--- src/rtl/btn_cond.sv ---
// btn_cond: conditions the two raw frequency buttons into one-cycle strobes.
// Each button goes through a two-flop synchronizer and a debounce counter,
// then through a small IDLE/DELAY/REPEAT machine that generates auto-repeat.
// The strobes are registered. They are masked while both buttons are down.
module btn_cond #(
  parameter int DB_CYCLES = 1000000,
  parameter int REP_DELAY = 50000000,
  parameter int REP_RATE  = 20000000
) (
  input  logic CLKNEXYS,
  input  logic reset,
  input  logic btn_up_i,
  input  logic btn_dn_i,
  output logic aumf_o,
  output logic bajaf_o,
  output logic up_lvl_o,
  output logic dn_lvl_o
);

  localparam int REP_MAX = (REP_DELAY > REP_RATE) ? REP_DELAY : REP_RATE;
  localparam int DW      = $clog2(DB_CYCLES + 1);
  localparam int RW      = $clog2(REP_MAX + 1);

  // The terminal values are held as count-1 so that a counter never needs a
  // wider adder output than its own width.
  localparam logic [DW-1:0] DB_LAST    = DW'(DB_CYCLES - 1);
  localparam logic [RW-1:0] DELAY_LAST = RW'(REP_DELAY - 1);
  localparam logic [RW-1:0] RATE_LAST  = RW'(REP_RATE - 1);

  localparam logic [1:0] S_IDLE   = 2'd0;
  localparam logic [1:0] S_DELAY  = 2'd1;
  localparam logic [1:0] S_REPEAT = 2'd2;

  // Index 0 is the up button and index 1 is the down button.
  logic [1:0] btn_raw;
  logic [1:0] lvl;
  logic [1:0] evt;

  assign btn_raw = {btn_dn_i, btn_up_i};

  for (genvar gi = 0; gi < 2; gi++) begin : g_btn
    logic          sync1_q;
    logic          sync2_q;
    logic [DW-1:0] db_cnt_q;
    logic [DW-1:0] db_cnt_d;
    logic          lvl_q;
    logic          lvl_d;
    logic [1:0]    state_q;
    logic [1:0]    state_d;
    logic [RW-1:0] rep_cnt_q;
    logic [RW-1:0] rep_cnt_d;
    logic          evt_d;

    // Bring the asynchronous raw button into the clock domain.
    always_ff @(posedge CLKNEXYS or negedge reset) begin
      if (!reset) begin
        sync1_q <= 1'b0;
        sync2_q <= 1'b0;
      end else begin
        sync1_q <= btn_raw[gi];
        sync2_q <= sync1_q;
      end
    end

    // The level flips only after DB_CYCLES consecutive disagreeing samples.
    // Any agreeing sample restarts the count, so shorter glitches are ignored.
    always_comb begin
      db_cnt_d = '0;
      lvl_d    = lvl_q;
      if (sync2_q != lvl_q) begin
        if (db_cnt_q == DB_LAST) begin
          lvl_d    = ~lvl_q;
          db_cnt_d = '0;
        end else begin
          db_cnt_d = db_cnt_q + 1'b1;
        end
      end
    end

    // Debounce state registers.
    always_ff @(posedge CLKNEXYS or negedge reset) begin
      if (!reset) begin
        db_cnt_q <= '0;
        lvl_q    <= 1'b0;
      end else begin
        db_cnt_q <= db_cnt_d;
        lvl_q    <= lvl_d;
      end
    end

    // Auto-repeat machine. A released button takes priority over a terminal
    // count, so no pulse is issued in the cycle that the level has dropped.
    always_comb begin
      state_d   = state_q;
      rep_cnt_d = rep_cnt_q;
      evt_d     = 1'b0;
      case (state_q)
        S_IDLE: begin
          rep_cnt_d = '0;
          if (lvl_q) begin
            state_d = S_DELAY;
            evt_d   = 1'b1;
          end
        end
        S_DELAY: begin
          if (!lvl_q) begin
            state_d   = S_IDLE;
            rep_cnt_d = '0;
          end else if (rep_cnt_q == DELAY_LAST) begin
            state_d   = S_REPEAT;
            rep_cnt_d = '0;
            evt_d     = 1'b1;
          end else begin
            rep_cnt_d = rep_cnt_q + 1'b1;
          end
        end
        S_REPEAT: begin
          if (!lvl_q) begin
            state_d   = S_IDLE;
            rep_cnt_d = '0;
          end else if (rep_cnt_q == RATE_LAST) begin
            rep_cnt_d = '0;
            evt_d     = 1'b1;
          end else begin
            rep_cnt_d = rep_cnt_q + 1'b1;
          end
        end
        default: begin
          state_d   = S_IDLE;
          rep_cnt_d = '0;
        end
      endcase
    end

    // Auto-repeat state registers.
    always_ff @(posedge CLKNEXYS or negedge reset) begin
      if (!reset) begin
        state_q   <= S_IDLE;
        rep_cnt_q <= '0;
      end else begin
        state_q   <= state_d;
        rep_cnt_q <= rep_cnt_d;
      end
    end

    assign lvl[gi] = lvl_q;
    assign evt[gi] = evt_d;
  end

  // Pressing both buttons means the request is ambiguous, so both strobes
  // are dropped. An event can only occur while its own level is high, so
  // this mask also keeps the two strobes from firing in the same cycle.
  logic both_hi;
  logic aumf_q;
  logic aumf_d;
  logic bajaf_q;
  logic bajaf_d;

  assign both_hi = lvl[0] & lvl[1];

  // Gate the raw events with the ambiguity mask.
  always_comb begin
    aumf_d  = evt[0] & ~both_hi;
    bajaf_d = evt[1] & ~both_hi;
  end

  // Register the strobes. Reset clears them at once, without a clock edge.
  always_ff @(posedge CLKNEXYS or negedge reset) begin
    if (!reset) begin
      aumf_q  <= 1'b0;
      bajaf_q <= 1'b0;
    end else begin
      aumf_q  <= aumf_d;
      bajaf_q <= bajaf_d;
    end
  end

  assign aumf_o   = aumf_q;
  assign bajaf_o  = bajaf_q;
  assign up_lvl_o = lvl[0];
  assign dn_lvl_o = lvl[1];

endmodule

--- config.mk ---
export PLATFORM = sky130hd
export DESIGN_NAME = btn_cond
export DESIGN_NICKNAME = d
export VERILOG_FILES = /design/src/rtl/btn_cond.sv
export SDC_FILE = /design/constraint.sdc
export NUM_CORES = 1
export LEC_CHECK = 0
export CORE_MARGIN = 5
export CORE_UTILIZATION = 40
export DETAILED_ROUTE_END_ITERATION = 8
export SLEW_MARGIN = 20
export SYNTH_ARGS = -nofsm -noshare
export SYNTH_HDL_FRONTEND = slang
export SYNTH_SLANG_ARGS = --single-unit
--- constraint.sdc ---
create_clock -name CLKNEXYS -period 2.4 [get_ports CLKNEXYS]
set_input_delay 0.48 -clock CLKNEXYS [delete_from_list [all_inputs] [get_ports CLKNEXYS]]
set_output_delay 0.48 -clock CLKNEXYS [all_outputs]
set_load 0.005 [all_outputs]
Word-level counts from Yosys, hierarchy flattened --
Cells that the tools add are included.
Cells by class: add/subtract/negate cells 4, bitwise gates (word level) 6, reduce and logical (&&, ||, !) cells 6, eq/ne operators 18, mux-type cells 36
Operators with widths (count):
- $mux W26 | 8
- $pmux W26 S2 | 2
- $mux W20 | 4
- $add A26 B1 Y26 const B | 2
- $eq A26 B25 Y1 const B | 2
- $eq A26 B26 Y1 const B | 2
- $add A20 B1 Y20 const B | 2
- $eq A20 B20 Y1 const B | 2
- $mux W2 | 8
- $pmux W2 S3 | 2
- $mux W1 | 10
- $ne A2 B2 Y1 const B | 4
- $ne A3 B3 Y1 const B | 2
- $pmux W1 S3 | 2
- $reduce_and A3 Y1 | 2
- $eq A2 B1 Y1 const B | 2
- $eq A2 B2 Y1 const B | 2
- $logic_not A2 Y1 | 2
- $reduce_and A2 Y1 | 2
- $and A1 B1 Y1 | 3
- $not A1 Y1 | 3
- $ne A1 B1 Y1 | 2
Storage, ports and cells: word-level logic and storage cells 84, register bits after elaboration 104, bits of input ports 4

Longest topological paths before layout --
Gate-level depths: netlist (run 1).
depth after elaboration 5, mapped depth 8

Worst setup path after synthesis (run 1) --
Ideal clock, no wire load.
path type reg-to-reg, start reg g_btn[0].rep_cnt_q[0], end reg g_btn[0].rep_cnt_q[10], setup slack 0.239 ns, buffers on the path 2, data required time 2.279 ns, setup time 0.121 ns, period minus slack after synthesis 2.161 ns, arrival 2.040 ns, cell stages (with the launch flop) 9, cells stage by stage dfrtp_1 > ha_1 > nand4b_1 > or4_1 > nor4_2 > o22a_1 > buf_2 > buf_2 > nor2_1
Between the ends: word-level cells in the longest chain between the ends 4, elaborated cells between the ends (all ways) 8, classes of those cells add/sub (1); eq/ne (2); mux (5)
RTL lines:
- start: declaration | RTL line 50 | logic [RW-1:0] rep_cnt_q;
- start signal: assignment | RTL line 142 | rep_cnt_q <= rep_cnt_d;
- $add A26 B1 Y26 (tied with other cells) | RTL line 114, 125
- $mux W26 (on tied branches) | RTL line 121, 109
- $mux W26 (on tied branches) | RTL line 118, 106
- $pmux W26 S2 (*) | RTL line 97 | case (state_q)
- named net g_btn[0].rep_cnt_d[10] | RTL line 51 | logic [RW-1:0] rep_cnt_d;
The timed path passes the listed nets; every way through them passes the cells marked *. A chain may end at the register's enable or synchronous reset.

Worst setup path in the final report (run 1) --
start reg g_btn[1].rep_cnt_q[10], end reg g_btn[1].rep_cnt_q[23]
Between the ends: word-level cells in the longest chain between the ends 4, elaborated cells between the ends (all ways) 8, classes of those cells add/sub (1); eq/ne (2); mux (5)
RTL lines (RTL line):
- start: declaration | 50
- start signal: assignment | 142
- $add A26 B1 Y26 (tied with other cells) | 114, 125
- $mux W26 (on tied branches) | 121, 109
- $mux W26 (on tied branches) | 118, 106
- $pmux W26 S2 (*) | 97
- named net g_btn[1].rep_cnt_d[23] | 51
Marks and branches as above.

==> run summary, run 1 <==
initial core utilization: 41.3%
vias in the first global route: 3,789
first-pass iteration count of the detailed router: 4
Hold-fix buffers, CTS: 0
Layout Utilization: 46.0%
fillcell total: 1,279
post-synthesis sequential area ratio: 49.5%
Synth Net Count: 556
Switching Fraction: 20.6%
Psw: 0.675 mW
top cell type's share of synthesized area: 49.5%
DP Wirelength: 6640 um
Synth area leader: dfrtp_1
post-CTS setup buffer count: 0
Tightest Pin Transition: 622 ps
ranking of synthesized cells by area: dfrtp_1 50%, xor2_1 9.0%, nor2_1 8.1%, xnor2_1 5.2%, nand3_1 4.9%
most frequent cells in the layout: 113 x nor2_1, 104 x dfrtp_1, 54 x xor2_1, 51 x nand3_1
CTS Sinks: 104
ys async rst share: 100%
FF+latch area: 2600 sq um
Worst-path clk slew: 60 ps
final hold vios: 0
largest net degree at the start of global routing: 105
initial antenna violation count: 0
# H-tree levels: 3
die area: 15,500 sq um
simple-gate share of the synthesized area: 27.8%
VDD IR-drop max: 0.304 mV
CP startpoint kind: register
num ports: 8
WL met3: 312 um
final WL: 9810 um
Overall Global Routing Usage: 13.4%
hold crit path type: input port to asynchronous set/reset pin
commonest non-fill, non-tap cell in the layout: nor2_1
DIE HEIGHT: 125 um
Synth Cell Area: 5250 sq um
metal2 WL: 4810 um
Setup violations, final: 0
Worst EP arrival: 2440 ps
routed via count: 3,803
post-detailed-route count of antenna-violating nets: 0
clk_lat worst skew: 350 ps
RSZ-0062 raised after global routing: false
main combinational cell family by area after synthesis: simple AND/OR/NAND/NOR gates
Adder-Cell Fraction of Synth Area: 2.86%
Gate power share: 2.1%
Post-Syn Instances: 540
Synth Area in Compound Gates: 2.07%
CTS Buf Count: 9
Final Instance Count excl. Fillers: 733
Max-Cap Viols: 0
period utilization: 92.1%
residual DRC count: 0
Die Wd: 125 um
Root Buffer: clkbuf_16
power per cell area: 561 nW/um^2
Post-synth EDFFs: 0
WL/cell: 13.4 um
clock power share: 43.9%
combined area of the multi-input logic cells: 2500 sq um
Setup TNS Final: 0 ps
Post-Synth XOR/XNOR Area: 14.2%
vias per cell: 5.19
syn_area_per_cell: 9.73 sq um
WL met1: 4550 um
mux cell area share after synthesis: 0.643%
routability cong.: 0.859
crit-path cells: or4_1, or4b_1, o21ai_2, a21o_1, buf_12, nor2_1
share of cells above drive strength 1: 6.60%
synth-to-layout area growth: 11.5%
cell count after placement: 718
P_leak: 2.39 nW
critical path class: register to register
reg2reg path depth: 6
antenna cells: 0
FP Rows: 41
outcome: completed
reg-to-reg endpoint: g_btn[1].rep_cnt_q[23]$_DFF_PN0_
Synth Flop Type: dfrtp_1
CP endpoint kind: register
slowest cell on the critical path: or4b_1
Max Fclk: 0.453 GHz
flops & latches, synth: 104
Reg power frac: 54.0%
Worst slew margin: 58.2%
initial drt markers: 276
maximum root-to-sink buffer count: 2
critical path fanouts, max: 26
GRT overflow: 0
flop-to-flop setup slack: 190 ps
CTS tree: yes
crit-path max cell delay: 570 ps
post-route minimum period: 2210 ps
Critical Path Source: g_btn[1].rep_cnt_q[10]$_DFF_PN0_
r2r startpoint: g_btn[1].rep_cnt_q[10]$_DFF_PN0_
Netlist cell types: 43
core area: 12,700 sq um
YS warnings: 0
Slew Viols, Final: 0
fin nets: 573
Port Buffers: 7
Int Pwr: 2.61 mW
Final Skew: 5.74 ps
Req. time, crit path: 2630 ps
first-pass GRT wire length: 17,400 um
top sig layer: met4
## stage by stage
| step | power [mW] | hold WS, ps | instance area [sq um] | setup WS (ps) |
|---|---|---|---|---|
| after detailed placement | 1.88 | 343 | 5560 | 177 |
| after floorplan | 1.83 | 184 | 5250 | 239 |
| final | 3.28 | 151 | 5860 | 190 |
| after CTS | 3.34 | 218 | 5850 | 161 |
| after global placement | 1.88 | 344 | 5560 | 222 |
| after global routing | 3.41 | 256 | 5860 | 83.0 |
## kinds of logic after synthesis
family,Yosys count
simple gates,291
flops,104
xor+xnor,85
buf+inv,29
compound gates,16
fa+ha+maj,12
mux,3
## power by group through the flow
stage	registers, mW	clock network, mW	logic, mW
3_3_place_gp	1.81	0	0.0702
3_5_place_dp	1.81	0	0.0721
5_1_grt	1.77	1.56	0.0816
2_1_floorplan	1.80	0	0.0232
6_report	1.77	1.44	0.0679
4_1_cts	1.77	1.50	0.0719
## worst max-delay path, delay by kind of cell, from the launching register on
kind	cells	cell delay [ps]
AO/OA/AOI/OAI	2	350
AND/OR/NAND/NOR	3	1140
buffers and inverters	1	170
flip-flops	1	420
## Yosys cell counts, types with 2 or more instances
library cell / n
a31oi_1: 2
xnor2_1: 31
o21ai_0: 2
nor2b_1: 3
buf_12: 2
clkbuf_1: 8
inv_1: 15
nand3_1: 51
or4_1: 2
nor2_1: 113
nor4bb_1: 2
nor3b_1: 2
and3_1: 14
and4_1: 9
nand3b_1: 2
a21oi_1: 4
nand4b_1: 3
nand2_1: 31
nor4_1: 9
and2_1: 2
nor4b_1: 5
nor3_1: 9
buf_2: 3
mux2_2: 3
or3_1: 2
ha_1: 12
xor2_1: 54
nand4_1: 25
or4b_1: 2
dfrtp_1: 104
or2_2: 2
## flip-flops by register name (all words and copies together) (netlist names)
signal / cells
bajaf_o: 1
g_btn.state_q: 4
g_btn.rep_cnt_q: 52
g_btn.db_cnt_q: 40
aumf_o: 1
g_btn.sync1_q: 2
dn_lvl_o: 1
up_lvl_o: 1
g_btn.sync2_q: 2
## layer usage
layer	vias up	global-route usage, %
met5	-	0
met4	0	4.96
met3	11	3.77
met2	52	21.2
met1	1857	17.5
li1	1883	-
## what timing repair did
| action | 4_1_cts | 5_1_grt |
|---|---|---|
| setup endpoints to repair | 0 | 6 |
| hold endpoints to repair | 0 | 0 |
| resized for setup | 0 | 1 |
## area by class of cell
cell class	instances	share of cell area (%)
timing repair buffer	20	3.25
clock inverter	4	0.769
inverter	15	0.962
clock buffer	11	4.15
multi-input combinational	407	42.8
tap	172	3.68
sequential	104	44.4
## worst max-delay path by stage
| stage | to | slack, ps | cells after the start |
|---|---|---|---|
| floorplan | g_btn[0].rep_cnt_q[10]$_DFF_PN0_ | 240 | 8 |
| detailed placement | g_btn[0].rep_cnt_q[8]$_DFF_PN0_ | 180 | 7 |
| CTS | g_btn[0].rep_cnt_q[8]$_DFF_PN0_ | 160 | 7 |
| global route | g_btn[0].rep_cnt_q[8]$_DFF_PN0_ | 80 | 7 |
| global placement | g_btn[0].rep_cnt_q[12]$_DFF_PN0_ | 220 | 7 |
| finish | g_btn[1].rep_cnt_q[23]$_DFF_PN0_ | 190 | 6 |
Power figures use the tool's default switching activity.
==> run 2: changes to the inputs <==
CORE_UTILIZATION = 56   (was 40)
PLACE_DENSITY = 0.73   (was default)
==> run summary, run 2 (synthesis results as in run 1) <==
Overall Global Routing Usage: 17.9% (+4.5 points)
CP startpoint kind: register
crit-path cells: or4_1, or4b_1, o21ai_2, a21o_1, buf_12, nor2_1
Hold-fix buffers, CTS: 0 (unchanged)
critical path class: register to register
CTS Buf Count: 9 (unchanged)
synth-to-layout area growth: 8.69%
RSZ-0062 raised after global routing: false
Worst slew margin: 60.0% (+1.8 points)
Die Wd: 107 um (-14%)
initial drt markers: 158 (-43%)
r2r startpoint: g_btn[1].rep_cnt_q[10]$_DFF_PN0_
VDD IR-drop max: 0.328 mV (+8.0%)
largest net degree at the start of global routing: 39 (-63%)
outcome: completed
Regs by FF count: g_btn.rep_cnt_q: 52 flops, g_btn.db_cnt_q: 40 flops, g_btn.state_q: 4 flops
residual DRC count: 0 (unchanged)
core area: 9200 sq um (-28%)
Max Fclk: 0.445 GHz (-1.6%)
Worst-path clk slew: 100 ps (+40 ps)
hold crit path type: input port to asynchronous set/reset pin
Final Skew: 12.1 ps (+6.40 ps)
antenna cells: 0 (unchanged)
flop-to-flop setup slack: 150 ps (-40 ps)
Root Buffer: clkbuf_8
Slew Viols, Final: 0 (unchanged)
post-route cell area: 5710 sq um (-2.5%)
placed instance area: 5500 sq um (-1.1%)
initial core utilization: 57.1% (+16 points)
slowest cell on the critical path: or4b_1
reg-to-reg endpoint: g_btn[1].rep_cnt_q[8]$_DFF_PN0_
clk_lat worst skew: 350 ps (about the same)
fillcell total: 751 (-41%)
CTS Sinks: 104 (unchanged)
GRT overflow: 0 (unchanged)
initial antenna violation count: 0 (unchanged)
post-CTS setup buffer count: 0 (unchanged)
CP endpoint kind: register
crit-path max cell delay: 580 ps (about the same)
first-pass iteration count of the detailed router: 4 (unchanged)
share of cells above drive strength 1: 6.58% (-0.012 points)
reg2reg path depth: 6 (unchanged)
Tightest Pin Transition: 595 ps (-27.3 ps)
Max-Cap Viols: 0 (unchanged)
Gates resized, CTS repair: 0 (unchanged)
maximum root-to-sink buffer count: 2 (unchanged)
vias per cell: 5.61 (+8.1%)
power per cell area: 525 nW/um^2 (-6.4%)
die area: 11,400 sq um (-26%)
post-route minimum period: 2250 ps (+36.5 ps)
DIE HEIGHT: 107 um (-14%)
final WL: 9410 um (-4.0%)
Largest Register: g_btn.rep_cnt_q
num ports: 8 (unchanged)
vias in the first global route: 3,756 (-0.87%)
DP Wirelength: 6570 um (-1.0%)
post-detailed-route count of antenna-violating nets: 0 (unchanged)
Req. time, crit path: 2640 ps (about the same)
period utilization: 93.6% (+1.5 points)
Setup TNS Final: 0 ps (unchanged)
CTS tree: yes
max reg flops: 52 (unchanged)
# H-tree levels: 3 (unchanged)
commonest non-fill, non-tap cell in the layout: nor2_1
WL/cell: 14.0 um (+4.5%)
Setup violations, final: 0 (unchanged)
critical path fanouts, max: 26 (unchanged)
FP Rows: 35 (-15%)
P_leak: 2.36 nW (-1.2%)
fin nets: 573 (unchanged)
Worst EP arrival: 2480 ps (+40 ps)
Port Buffers: 7 (unchanged)
routed via count: 3,776 (-0.71%)
final hold vios: 0 (unchanged)
most frequent cells in the layout: 113 x nor2_1, 104 x dfrtp_1, 54 x xor2_1, 51 x nand3_1
first-pass GRT wire length: 16,900 um (-2.7%)
routability cong.: 0.827 (-3.7%)
run 2: changes by cell type in the layout (fill, tap and decap cells not counted):
cell | before | now
clkinv_4 | 0 | 1
buf_12 | 2 | 3
clkbuf_16 | 9 | 0
nor4_2 | 2 | 1
nor4_1 | 8 | 9
clkbuf_8 | 1 | 9
buf_4 | 12 | 11
bufinv_16 | 1 | 2
run 2: worst max path at each step:
stage | start | end | slack (ps)
after floorplan | g_btn[0].rep_cnt_q[0]$_DFF_PN0_ | g_btn[0].rep_cnt_q[10]$_DFF_PN0_ | 240
after global placement | g_btn[0].rep_cnt_q[0]$_DFF_PN0_ | g_btn[0].rep_cnt_q[25]$_DFF_PN0_ | 240
after detailed placement | g_btn[0].rep_cnt_q[0]$_DFF_PN0_ | g_btn[0].rep_cnt_q[15]$_DFF_PN0_ | 160
after CTS | g_btn[1].rep_cnt_q[10]$_DFF_PN0_ | g_btn[1].rep_cnt_q[8]$_DFF_PN0_ | 150
after global routing | g_btn[0].rep_cnt_q[0]$_DFF_PN0_ | g_btn[0].rep_cnt_q[5]$_DFF_PN0_ | 40
final | g_btn[1].rep_cnt_q[10]$_DFF_PN0_ | g_btn[1].rep_cnt_q[8]$_DFF_PN0_ | 150
run 2: critical path, delay by kind of cell, from the launching register on:
kind | cells | cell delay (ps)
compound gates | 2 | 350
buf+inv | 1 | 180
flops | 1 | 430
simple gates | 3 | 1150
run 2: final cells by class:
cell class	instances	area [sq um]	area share, %
timing repair buffer	20	203	3.55
inverter	15	56.3	0.986
clock inverter	6	83.8	1.47
multi-input combinational	407	2500	43.7
sequential	104	2600	45.6
tap	111	139	2.43
clock buffer	10	128	2.24
run 2: power by group:
part	switching (mW)	internal, mW	leakage [nW]	total, mW
Sequential	0.00954	1.76	1.44	1.77
Clock	0.565	0.585	0.110	1.15
Combinational	0.0527	0.0197	0.815	0.0724
Total	0.628	2.37	2.36	2.99
run 2: per-stage QoR:
stage          worst slack, ps  instances  power (mW)  hold slack, ps  utilization (%)
6_report                   154        673        2.99            67.3             62.1
5_1_grt                   35.1        673        3.11            96.5             62.1
4_1_cts                    154        673        3.04            69.4             62.1
3_5_place_dp               165        657        1.88             352             59.8
3_3_place_gp               239        657        1.88             347             59.8
2_1_floorplan              239        540        1.83             184                -
run 2: metal layers:
metal  wire [um]  part of all wire (%)  GRT usage (%)
met1        4570                    49           24.2
met2        4510                    48           29.5
met3         260                   2.8           3.49
met4          81                  0.86           5.11
met5           0                     0              0
==> run 3: changes to the inputs <==
CORE_ASPECT_RATIO = 1.5   (was default)
SLEW_MARGIN = default   (was 20)
==> run summary, run 3 (synthesis results as in run 1) <==
Layout Utilization: 63.5% (+1.4 points)
Worst slew margin: 54.9% (-5.1 points)
post-route minimum period: 2230 ps (-18.9 ps)
critical path fanouts, max: 26 (unchanged)
first-pass GRT wire length: 17,500 um (+3.6%)
# H-tree levels: 3 (unchanged)
routability cong.: 0.840 (+1.5%)
Tightest Pin Transition: 667 ps (+71.7 ps)
post-route cell area: 5840 sq um (+2.3%)
CP startpoint kind: register
CTS Buf Count: 9 (unchanged)
reg2reg path depth: 6 (unchanged)
critical path class: register to register
placed instance area: 5510 sq um (+0.20%)
Final Instance Count excl. Fillers: 676 (+0.45%)
DIE HEIGHT: 129 um (+20%)
clock power share: 46.5% (+8.1 points)
DP Wirelength: 6680 um (+1.7%)
residual DRC count: 0 (unchanged)
Gates resized, CTS repair: 0 (unchanged)
initial drt markers: 194 (+23%)
Worst-path clk slew: 70 ps (-30 ps)
vias per cell: 5.68 (+1.2%)
RSZ-0062 raised after global routing: false
WL/cell: 14.6 um (+4.6%)
power per cell area: 591 nW/um^2 (+13%)
Reg power frac: 51.4% (-7.8 points)
vias in the first global route: 3,919 (+4.3%)
Port Buffers: 7 (unchanged)
num ports: 8 (unchanged)
Setup violations, final: 0 (unchanged)
Overall Global Routing Usage: 19.2% (+1.3 points)
fin nets: 576 (+0.52%)
post-place setup slack: 163 ps (-1.93 ps)
Req. time, crit path: 2630 ps (about the same)
Die Wd: 89.1 um (-17%)
GRT overflow: 0 (unchanged)
Worst EP arrival: 2460 ps (-20 ps)
CP endpoint kind: register
final hold vios: 0 (unchanged)
most frequent cells in the layout: 113 x nor2_1, 104 x dfrtp_1, 54 x xor2_1, 51 x nand3_1
initial core utilization: 57.1% (about the same)
VDD IR-drop max: 0.532 mV (+62%)
FP Rows: 43 (+23%)
Int Pwr: 2.75 mW (+16%)
Root Buffer: clkbuf_16
initial antenna violation count: 0 (unchanged)
CTS Sinks: 104 (unchanged)
Setup TNS Final: 0 ps (unchanged)
largest net degree at the start of global routing: 48 (+23%)
Final WS setup: 173 ps (+18.9 ps)
r2r startpoint: g_btn[1].rep_cnt_q[10]$_DFF_PN0_
Psw: 0.697 mW (+11%)
max reg flops: 52 (unchanged)
slowest cell on the critical path: or4b_1
crit-path max cell delay: 580 ps (about the same)
synth-to-layout area growth: 11.1%
CTS tree: yes
hold_ws: 95.2 ps (+27.9 ps)
Gate power share: 2.0% (-0.4 points)
Largest Register: g_btn.rep_cnt_q
post-detailed-route count of antenna-violating nets: 0 (unchanged)
flop-to-flop setup slack: 170 ps (+20 ps)
total power: 3.45 mW (+15%)
crit-path cells: or4_1, or4b_1, o21ai_2, a21o_1, buf_12, nor2_1
routed via count: 3,840 (+1.7%)
final WL: 9890 um (+5.1%)
Switching Fraction: 20.2% (-0.75 points)
Hold-fix buffers, CTS: 0 (unchanged)
share of cells above drive strength 1: 7.09% (+0.51 points)
die area: 11,500 sq um (+0.35%)
period utilization: 92.8% (-0.79 points)
Critical Path Source: g_btn[1].rep_cnt_q[10]$_DFF_PN0_
Slew Viols, Final: 0 (unchanged)
commonest non-fill, non-tap cell in the layout: nor2_1
Max-Cap Viols: 0 (unchanged)
core area: 9200 sq um (about the same)
reg-to-reg endpoint: g_btn[1].rep_cnt_q[2]$_DFF_PN0_
maximum root-to-sink buffer count: 2 (unchanged)
outcome: completed
post-CTS setup buffer count: 0 (unchanged)
P_leak: 2.42 nW (+2.4%)
cell count after placement: 661 (+0.61%)
Max Fclk: 0.449 GHz (+0.85%)
hold crit path type: input port to asynchronous set/reset pin
clk_lat worst skew: 350 ps (about the same)
Regs by FF count: g_btn.rep_cnt_q: 52 flops, g_btn.db_cnt_q: 40 flops, g_btn.state_q: 4 flops
antenna cells: 0 (unchanged)
first-pass iteration count of the detailed router: 4 (unchanged)
Final Skew: 9.64 ps (-2.51 ps)
Setup crit end: g_btn[1].rep_cnt_q[2]$_DFF_PN0_
## run 3: cell count changes in the layout (fill, tap and decap cells not counted), sizes merged
| cell | previous run | this run |
|---|---|---|
| clkbuf | 10 | 11 |
| buf | 14 | 17 |
| clkinv | 4 | 0 |
| clkinvlp | 0 | 1 |
| inv | 15 | 16 |
## run 3: area by class of cell
cell class,count,area [sq um]
fillers,714,3360
well taps,112,140
inverters,15,56.3
multi-input cells,407,2500
clock buffers,11,253
repair buffers,23,213
flip-flops and latches,104,2600
clock inverters,4,76.3
## run 3: worst min-delay path by stage
stage,startpoint,end,slack [ps]
after detailed placement,g_btn[0].sync1_q$_DFF_PN0_,g_btn[0].sync2_q$_DFF_PN0_,340
after global routing,reset,g_btn[1].db_cnt_q[17]$_DFF_PN0_,120
after CTS,reset,g_btn[1].db_cnt_q[17]$_DFF_PN0_,100
final,reset,g_btn[1].db_cnt_q[17]$_DFF_PN0_,100
after global placement,g_btn[0].sync1_q$_DFF_PN0_,g_btn[0].sync2_q$_DFF_PN0_,340
after floorplan,reset,aumf_o$_DFF_PN0_,180
## run 3: power groups by stage
stage	Clock (mW)	Sequential (mW)	Combinational, mW
after global routing	1.71	1.77	0.0842
final	1.60	1.77	0.0703
after detailed placement	0	1.81	0.0740
after floorplan	0	1.80	0.0232
after CTS	1.65	1.77	0.0745
after global placement	0	1.81	0.0716
## run 3: critical path: cells and delay by family (launching register included)
family                 cells  cell delay (ps)
AOI/OAI and AO/OA          2              360
DFF                        1              420
buffers and inverters      1              170
and+or+nand+nor            3             1160
## run 3: layer usage
metal	routed length, um	part of all wire, %	up-vias	track usage, %
li1	-	-	1881	-
met1	4240	43	1878	23.9
met2	5170	52	72	32.7
met3	318	3.2	9	3.72
met4	157	1.6	0	7.10
met5	0	0	-	0
